==> config.mk <==
export PLATFORM = sky130hd
export DESIGN_NAME = axis_demux_4
export DESIGN_NICKNAME = d
export VERILOG_FILES = /design/src/rtl/axis_demux_4.sv
export SDC_FILE = /design/constraint.sdc
export NUM_CORES = 1
export LEC_CHECK = 0
export BUFFER_PORTS_ARGS = -buffer_cell sky130_fd_sc_hd__buf_4
export CAP_MARGIN = 20
export CORE_ASPECT_RATIO = 1.2
export CORE_MARGIN = 2
export CORE_UTILIZATION = 51
export DETAILED_ROUTE_END_ITERATION = 8
export MAX_ROUTING_LAYER = met4
export PLACE_DENSITY = 0.84
export SLEW_MARGIN = 10
export SYNTH_ARGS = -nofsm -noshare
export SYNTH_HDL_FRONTEND = slang
export SYNTH_SLANG_ARGS = --single-unit
==> constraint.sdc <==
create_clock -name clk -period 5.27 [get_ports clk]
set_input_delay 0 -clock clk [delete_from_list [all_inputs] [get_ports clk]]
set_output_delay 0 -clock clk [all_outputs]
set_load 0.02 [all_outputs]
==> src/rtl/axis_demux_4.sv <==
// AXI4-Stream 1:4 frame demux: each whole frame goes to the port chosen by select at frame start, or is dropped.
// Latency 1; input tready is registered, and a one-entry skid buffer keeps throughput at one beat per cycle.
module axis_demux_4 #(
  parameter int DATA_WIDTH  = 8,
  parameter int USER_ENABLE = 1,
  parameter int USER_WIDTH  = 1
) (
  input  logic                  clk,
  input  logic                  rst,
  input  logic [DATA_WIDTH-1:0] input_axis_tdata,
  input  logic                  input_axis_tvalid,
  output logic                  input_axis_tready,
  input  logic                  input_axis_tlast,
  input  logic [USER_WIDTH-1:0] input_axis_tuser,
  output logic [DATA_WIDTH-1:0] output_0_axis_tdata,
  output logic                  output_0_axis_tvalid,
  input  logic                  output_0_axis_tready,
  output logic                  output_0_axis_tlast,
  output logic [USER_WIDTH-1:0] output_0_axis_tuser,
  output logic [DATA_WIDTH-1:0] output_1_axis_tdata,
  output logic                  output_1_axis_tvalid,
  input  logic                  output_1_axis_tready,
  output logic                  output_1_axis_tlast,
  output logic [USER_WIDTH-1:0] output_1_axis_tuser,
  output logic [DATA_WIDTH-1:0] output_2_axis_tdata,
  output logic                  output_2_axis_tvalid,
  input  logic                  output_2_axis_tready,
  output logic                  output_2_axis_tlast,
  output logic [USER_WIDTH-1:0] output_2_axis_tuser,
  output logic [DATA_WIDTH-1:0] output_3_axis_tdata,
  output logic                  output_3_axis_tvalid,
  input  logic                  output_3_axis_tready,
  output logic                  output_3_axis_tlast,
  output logic [USER_WIDTH-1:0] output_3_axis_tuser,
  input  logic                  enable,
  input  logic [1:0]            select,
  input  logic                  drop
);

  typedef enum logic {IDLE, ACTIVE} state_t;

  state_t                state, state_next;
  logic [1:0]            select_reg, select_next;
  logic                  drop_reg, drop_next;
  logic                  tready_reg, tready_next;
  logic                  ready_early, port_block;

  logic                  out_valid, skid_valid;
  logic [1:0]            out_port, skid_port;
  logic [DATA_WIDTH-1:0] out_data, skid_data;
  logic                  out_last, skid_last;
  logic [USER_WIDTH-1:0] out_user, skid_user;
  logic [USER_WIDTH-1:0] user_q;

  logic [3:0]            out_ready;
  logic                  out_ready_sel, accept, store_in;

  assign out_ready     = {output_3_axis_tready, output_2_axis_tready,
                          output_1_axis_tready, output_0_axis_tready};
  assign out_ready_sel = out_ready[out_port];
  assign accept        = input_axis_tvalid & tready_reg;
  assign store_in      = accept & ~drop_reg;

  always_ff @(posedge clk or negedge rst) begin
    if (!rst) begin
      state      <= IDLE;
      select_reg <= 2'd0;
      drop_reg   <= 1'b0;
    end else begin
      state      <= state_next;
      select_reg <= select_next;
      drop_reg   <= drop_next;
    end
  end

  always_comb begin
    state_next  = state;
    select_next = select_reg;
    drop_next   = drop_reg;
    case (state)
      IDLE: begin
        if (enable && input_axis_tvalid) begin
          state_next  = ACTIVE;
          select_next = select;
          drop_next   = drop;
        end
      end
      ACTIVE: begin
        if (accept && input_axis_tlast) state_next = IDLE;
      end
      default: state_next = IDLE;
    endcase
  end

  // Beats still held for a different port must leave before the new frame may enter.
  always_comb begin
    ready_early = out_ready_sel | (~skid_valid & (~out_valid | ~input_axis_tvalid));
    port_block  = (out_valid & (out_port != select_next)) |
                  (skid_valid & (skid_port != select_next));
    tready_next = (state_next == ACTIVE) & (drop_next | (ready_early & ~port_block));
  end

  always_ff @(posedge clk or negedge rst) begin
    if (!rst) begin
      tready_reg <= 1'b0;
      out_valid  <= 1'b0;
      out_port   <= 2'd0;
      out_data   <= '0;
      out_last   <= 1'b0;
      out_user   <= '0;
      skid_valid <= 1'b0;
      skid_port  <= 2'd0;
      skid_data  <= '0;
      skid_last  <= 1'b0;
      skid_user  <= '0;
    end else begin
      tready_reg <= tready_next;
      if (!out_valid || out_ready_sel) begin
        if (skid_valid) begin
          out_valid  <= 1'b1;
          out_port   <= skid_port;
          out_data   <= skid_data;
          out_last   <= skid_last;
          out_user   <= skid_user;
          skid_valid <= 1'b0;
        end else begin
          out_valid <= store_in;
          if (store_in) begin
            out_port <= select_reg;
            out_data <= input_axis_tdata;
            out_last <= input_axis_tlast;
            out_user <= input_axis_tuser;
          end
        end
      end else if (store_in) begin
        skid_valid <= 1'b1;
        skid_port  <= select_reg;
        skid_data  <= input_axis_tdata;
        skid_last  <= input_axis_tlast;
        skid_user  <= input_axis_tuser;
      end
    end
  end

  assign user_q            = (USER_ENABLE != 0) ? out_user : '0;
  assign input_axis_tready = tready_reg;

  assign output_0_axis_tvalid = out_valid & (out_port == 2'd0);
  assign output_1_axis_tvalid = out_valid & (out_port == 2'd1);
  assign output_2_axis_tvalid = out_valid & (out_port == 2'd2);
  assign output_3_axis_tvalid = out_valid & (out_port == 2'd3);

  assign output_0_axis_tdata = out_data;
  assign output_1_axis_tdata = out_data;
  assign output_2_axis_tdata = out_data;
  assign output_3_axis_tdata = out_data;
  assign output_0_axis_tlast = out_last;
  assign output_1_axis_tlast = out_last;
  assign output_2_axis_tlast = out_last;
  assign output_3_axis_tlast = out_last;
  assign output_0_axis_tuser = user_q;
  assign output_1_axis_tuser = user_q;
  assign output_2_axis_tuser = user_q;
  assign output_3_axis_tuser = user_q;

endmodule
# Yosys cells after proc, flatten, opt, wreduce, memory -nomap -nowiden

Cells that the tools add are included.

$lt $le $gt $ge: 1
Reduce and logical (&&, ||, !) cells: 9
Bitwise operators: 22
Multiplexer cells: 20
Equality and inequality tests: 5

Operators with widths:

| kind                                                                  | count |
|---|---|
| 8-bit two-way mux                                                     | 2 |
| 1-bit two-way mux                                                     | 12 |
| 1-bit AND                                                             | 11 |
| 2-bit two-way mux                                                     | 4 |
| 1-bit NOT                                                             | 7 |
| 2-bit equality test, second input constant                            | 2 |
| 2-bit != test                                                         | 2 |
| 1-bit bitwise OR                                                      | 4 |
| 2-bit AND reduction                                                   | 2 |
| 2-bit nonzero test                                                    | 2 |
| 2-bit by 3-bit < comparator with 1-bit output, second input constant  | 1 |
| 1-bit binary-select mux with 2-bit select                             | 1 |
| 2-bit by 1-bit equality test with 1-bit output, second input constant | 1 |
| 1-bit logical AND                                                     | 2 |
| 2-bit logical NOT                                                     | 1 |
| 1-bit case mux with 2 select lines                                    | 1 |
| 1-bit logical NOT                                                     | 1 |
| 1-bit logical OR                                                      | 1 |

Logic and storage cells: 71
Bits in registers: 31

# Depth between registers and ports, before layout

Depth after elaboration: 10
Gate-level depth with buffers: 7
Mapped depth without buffers: 5

# Worst setup path before layout

No wires, ideal clock.

Path type: register -> register
Start point: reg out_port[0]
End point: reg skid_data[0]
Setup time: 125 ps
Cell stages (with the launch flop): 7
Clock period less this slack: 1886 ps
Data arrival time: 1761 ps
Slack: 3384 ps
Buffers on the path: 2
Cell sequence: dfrtp_1 > buf_6 > mux4_2 > nand2b_4 > nor3_4 > buf_6 > mux2_2

Longest elaborated chain between the ends: 5

Ends and longest elaborated chain:

| what                                      | line | RTL |
|---|---|---|
| start, declared                           | 49   | `logic [1:0] out_port, skid_port;` |
| start signal, assigned                    | 121  | `out_port <= skid_port;` |
| start signal, assigned                    | 129  | `out_port <= select_reg;` |
| 1-bit binary-select mux with 2-bit select | 60   | `assign out_ready_sel = out_ready[out_port];` |
| 1-bit two-way mux (not written as such)   | 60   |  |
| 1-bit logical OR                          | 118  | `if (!out_valid \|\| out_ready_sel) begin` |
| 1-bit NOT (no line)                       | n/a  |  |
| 2-bit AND reduction (no line)             | n/a  |  |
| end signal, assigned                      | 138  | `skid_data <= input_axis_tdata;` |
| end, declared                             | 50   | `logic [DATA_WIDTH-1:0] out_data, skid_data;` |

Every way passes these cells. The select of a mux whose other input is x is not followed.
A chain may end at the register's enable or synchronous reset.

# Worst setup path after layout

Start point: reg out_port[0]
End point: reg skid_data[6]

The elaborated chain is that of the path after synthesis.

==> results by stage <==
Critical path:
- The number of cells on the worst reg-to-reg path is 4.
- The type of destination of the critical path is a flop.
- The worst endpoint data arrival time is 2400 ps.
- The worst setup path is of the flop to flop kind.
- The reg-to-reg setup timing slack is 3080 ps.
- The maximum fanout along the worst path is 12.
- The startpoint type of the worst setup path is a flop.
- The required time of the worst setup path is 5480 ps.

STA:
- Hold timing on the final database bottoms out at a slack of ~130 ps.
- Setup violations remaining at the end of the flow were counted as 0.
- The post-route worst setup slack is 3080 ps.
- The routed design could run at a clock period as short as 2190 ps.
- The total negative slack is 0 ps.
- The count of endpoints failing hold in the final timing report came to 0.
- The number of max-slew violations in the final report is 0.
- The clock skew after layout is 12.0 ps.
- In this run the tightest slew margin relative to its limit is 0.456.
- Based on the critical path, the design can be clocked at up to 456 MHz.
- Setup repair after global routing left no endpoint under its margin.
- The actual transition at the worst max-transition pin is between 800 and 900 ps.
- In the finished design, the share of the clock period the worst path needs comes to 0.416.

Yosys:
- The yosys synthesis warning count is 0.
- The number of unique standard cell types used by synthesis is 26.
- The instance count of the mapped netlist is approximately 150.
- Counting flops with a built-in enable in the synthesized netlist gives 0.
- In the synthesized netlist the dominant register cell turns out to be sky130_fd_sc_hd__dfrtp_1.
- Of all flip-flops after synthesis, the portion carrying an async set or reset was 1.00.
- The synthesized flop and latch total is 31.
- The cell area that synthesis handed to floorplanning was 1640 sq um.
- The cell type with the highest aggregate area in the netlist is sky130_fd_sc_hd__dfrtp_1.
- The synthesized net count is 169.
- In this run the mean area of a mapped cell was between 10 and 15 sq um.
- Of the synthesized area, sequential elements account for 0.473.
- The share of synthesized area in the top cell type comes to 0.473.
- By area the synthesized netlist is led by sky130_fd_sc_hd__dfrtp_1 (47%), sky130_fd_sc_hd__buf_4 (14%), sky130_fd_sc_hd__mux2i_1 (9.1%).

Detailed routing:
- The DRC violation total after the first TritonRoute iteration is 26.
- In the final routed layout, each cell accounts on average for 13.3 um.
- The ratio of routed vias to standard cells is 4.96.
- The routed layout has about 1.2k vias.
- The residual antenna-violating net count after detailed routing is 0.
- The final layout contains routed wiring with a total length of between 3000 and 4000 um.
- In the routed design, unresolved DRC markers number 0.
- The detailed-routing iteration count for the pre-antenna-repair pass is 4.

Cells and area:
- The repair_antennas step left the layout with diodes totalling 0.
- The area growth from synthesis to final layout is 28.5%.
- The final non-filler cell area is 2110 sq um.
- The final layout contains 220 nets.
- The share of final-layout standard cells stronger than drive strength 1 is 0.430.
- Counting the fill cells in the layout gives 218.

Clock network:
- The number of buffers created by CTS is 5.
- The sink count of the clock tree is 31.
- TritonCTS built the clock tree.
- Once the clock tree was built, the setup fixing pass inserted 0 buffers.
- The longest clock path from root to sink contains 2 buffers.
- The H-tree was split into 2 levels.
- After clock tree synthesis, the clock-pin slew on the worst setup and hold paths is ~100 ps.
- The number of buffers added to fix hold violations after cts is 15.
- At the later pin of the worst-skew pair, clock insertion delay measures approximately 330 ps.
- The number of gates resized after cts is 0.
- The cell sitting at the root of the clock tree is a sky130_fd_sc_hd__clkbuf_4.

Power:
- Dividing total power by cell area gives a power density of 588 nW/um^2.
- The maximum vdd drop is about 0.41 mV.
- The total leakage power is 0.00106 uW.

Placed design:
- After detailed placement, the total cell area comes to between 1500 and 2000 sq um.
- Routability-driven placement finished with a final weighted congestion of between 0.8 and 0.9.
- The HPWL after detailed placement is between 2000 and 2500 um.
- The post-placement setup slack is a little over 3000 ps.
- Port buffering added 65 buffers.

Floorplan:
- In this run the vertical extent of the chip is about 66 um.
- The number of placement rows is 22.
- The die covers 3690 sq um.
- Pin placement for this block handled 66 I/O pins.
- The core region area is 3060 sq um.
- The die is 55.8 um wide.
- The effective utilization at floorplan is 0.537.

Status:
- The flow ran to the end, and the final reports show no timing, DRC or antenna violations.

Global routing:
- The initial antenna violation count is 0.
- Entering global routing, the biggest net connects 32 pins.
- The via count of the first global-routing pass is 1161.
- The first-pass GRT wire length is 5200 um.
- The overall track demand over capacity in global routing is 0.190.
- For this run the aggregate overflow at the end of global routing stands at 0.

Job:
- The count of maximum capacitance violations is 0.

Min path:
- The worst hold path belongs to the class primary input to async pin.
layer usage:
layer / global-route usage / part of all wire / vias up
met4: 0.0640 / 0.013 / 0
met3: 0.0450 / 0.067 / 5
met5: - / 0 / -
li1: - / - / 566
met1: 0.209 / 0.41 / 549
met2: 0.339 / 0.51 / 50
cell usage after synthesis, types with 2 or more instances:
library cell,count
sky130_fd_sc_hd__dfrtp_1,31
sky130_fd_sc_hd__nor2_1,4
sky130_fd_sc_hd__clkbuf_1,2
sky130_fd_sc_hd__buf_2,2
sky130_fd_sc_hd__mux2_2,10
sky130_fd_sc_hd__o21ai_0,12
sky130_fd_sc_hd__mux2_1,2
sky130_fd_sc_hd__buf_4,30
sky130_fd_sc_hd__and3_1,2
sky130_fd_sc_hd__xor2_1,2
sky130_fd_sc_hd__buf_6,2
sky130_fd_sc_hd__nand2_1,18
sky130_fd_sc_hd__inv_1,3
sky130_fd_sc_hd__mux2i_1,15
sky130_fd_sc_hd__xnor2_1,2
power breakdown:
group	internal (uW)	switching, uW	leakage (uW)	total [uW]
Clock	51.9	77.6	0.0000293	130
Sequential	343	107	0.000389	451
Combinational	304	357	0.000638	661
per-stage QoR:
step,power (uW),std cells,util
3_5_place_dp,1110,213,0.625
2_1_floorplan,966,148,-
6_report,1240,236,0.690
4_1_cts,1250,236,0.690
3_3_place_gp,1090,213,0.625
5_1_grt,1320,236,0.690
worst paths after layout:
check | startpoint | endpoint
worst min register to register | skid_user | skid_user
worst min-delay path | rst | input_axis_tready
worst max-delay path | out_port[0] | skid_data[6]
max in group asynchronous | rst | output_0_axis_tdata[7]
min in group clk | enable | state
worst max register to register | out_port[0] | skid_data[6]
area by class of cell:
class                           instances  area, sq um  share of cell area
Clock buffer                            7         45.0              0.0214
Clock inverter                          1         5.00             0.00237
Inverter                                3         11.3             0.00534
Multi-Input combinational cell         78          589               0.279
Sequential cell                        31          776               0.368
Tap cell                               36         45.0              0.0214
Timing Repair Buffer                   80          638               0.302
cell families after synthesis:
group / share of synthesized area
AOI/OAI and AO/OA: 0.0526
xor gates and xnor gates: 0.0213
buffers and inverters: 0.168
DFF: 0.473
muxes: 0.187
and+or+nand+nor: 0.0976
cells in the final DEF (no fill, tap or decap):
cell and count:
sky130_fd_sc_hd__a31o_2 1, sky130_fd_sc_hd__mux2_1 2, sky130_fd_sc_hd__mux2i_1 15, sky130_fd_sc_hd__o21ai_2 1, sky130_fd_sc_hd__nand3b_1 1, sky130_fd_sc_hd__nor2_1 4
sky130_fd_sc_hd__dfrtp_1 31, sky130_fd_sc_hd__o311ai_0 1, sky130_fd_sc_hd__nand2_1 18, sky130_fd_sc_hd__mux4_2 1, sky130_fd_sc_hd__o21ai_0 12, sky130_fd_sc_hd__clkbuf_1 2
sky130_fd_sc_hd__clkinv_2 1, sky130_fd_sc_hd__and3_1 2, sky130_fd_sc_hd__clkbuf_4 5, sky130_fd_sc_hd__and3b_1 1, sky130_fd_sc_hd__nand3_1 1, sky130_fd_sc_hd__xnor2_1 2
sky130_fd_sc_hd__nor3_4 1, sky130_fd_sc_hd__inv_1 3, sky130_fd_sc_hd__nor3b_1 1, sky130_fd_sc_hd__nor2b_1 1, sky130_fd_sc_hd__mux2_2 10, sky130_fd_sc_hd__xor2_1 2
sky130_fd_sc_hd__buf_4 65, sky130_fd_sc_hd__dlygate4sd3_1 15, sky130_fd_sc_hd__nand2b_4 1
worst max-delay path: stages (launching register included):
cell	delay [ps]
sky130_fd_sc_hd__dfrtp_1	470
sky130_fd_sc_hd__mux4_2	560
sky130_fd_sc_hd__nand2b_4	190
sky130_fd_sc_hd__nor3_4	450
sky130_fd_sc_hd__mux2_2	400
Note: power is estimated with default switching activity, not from simulation.
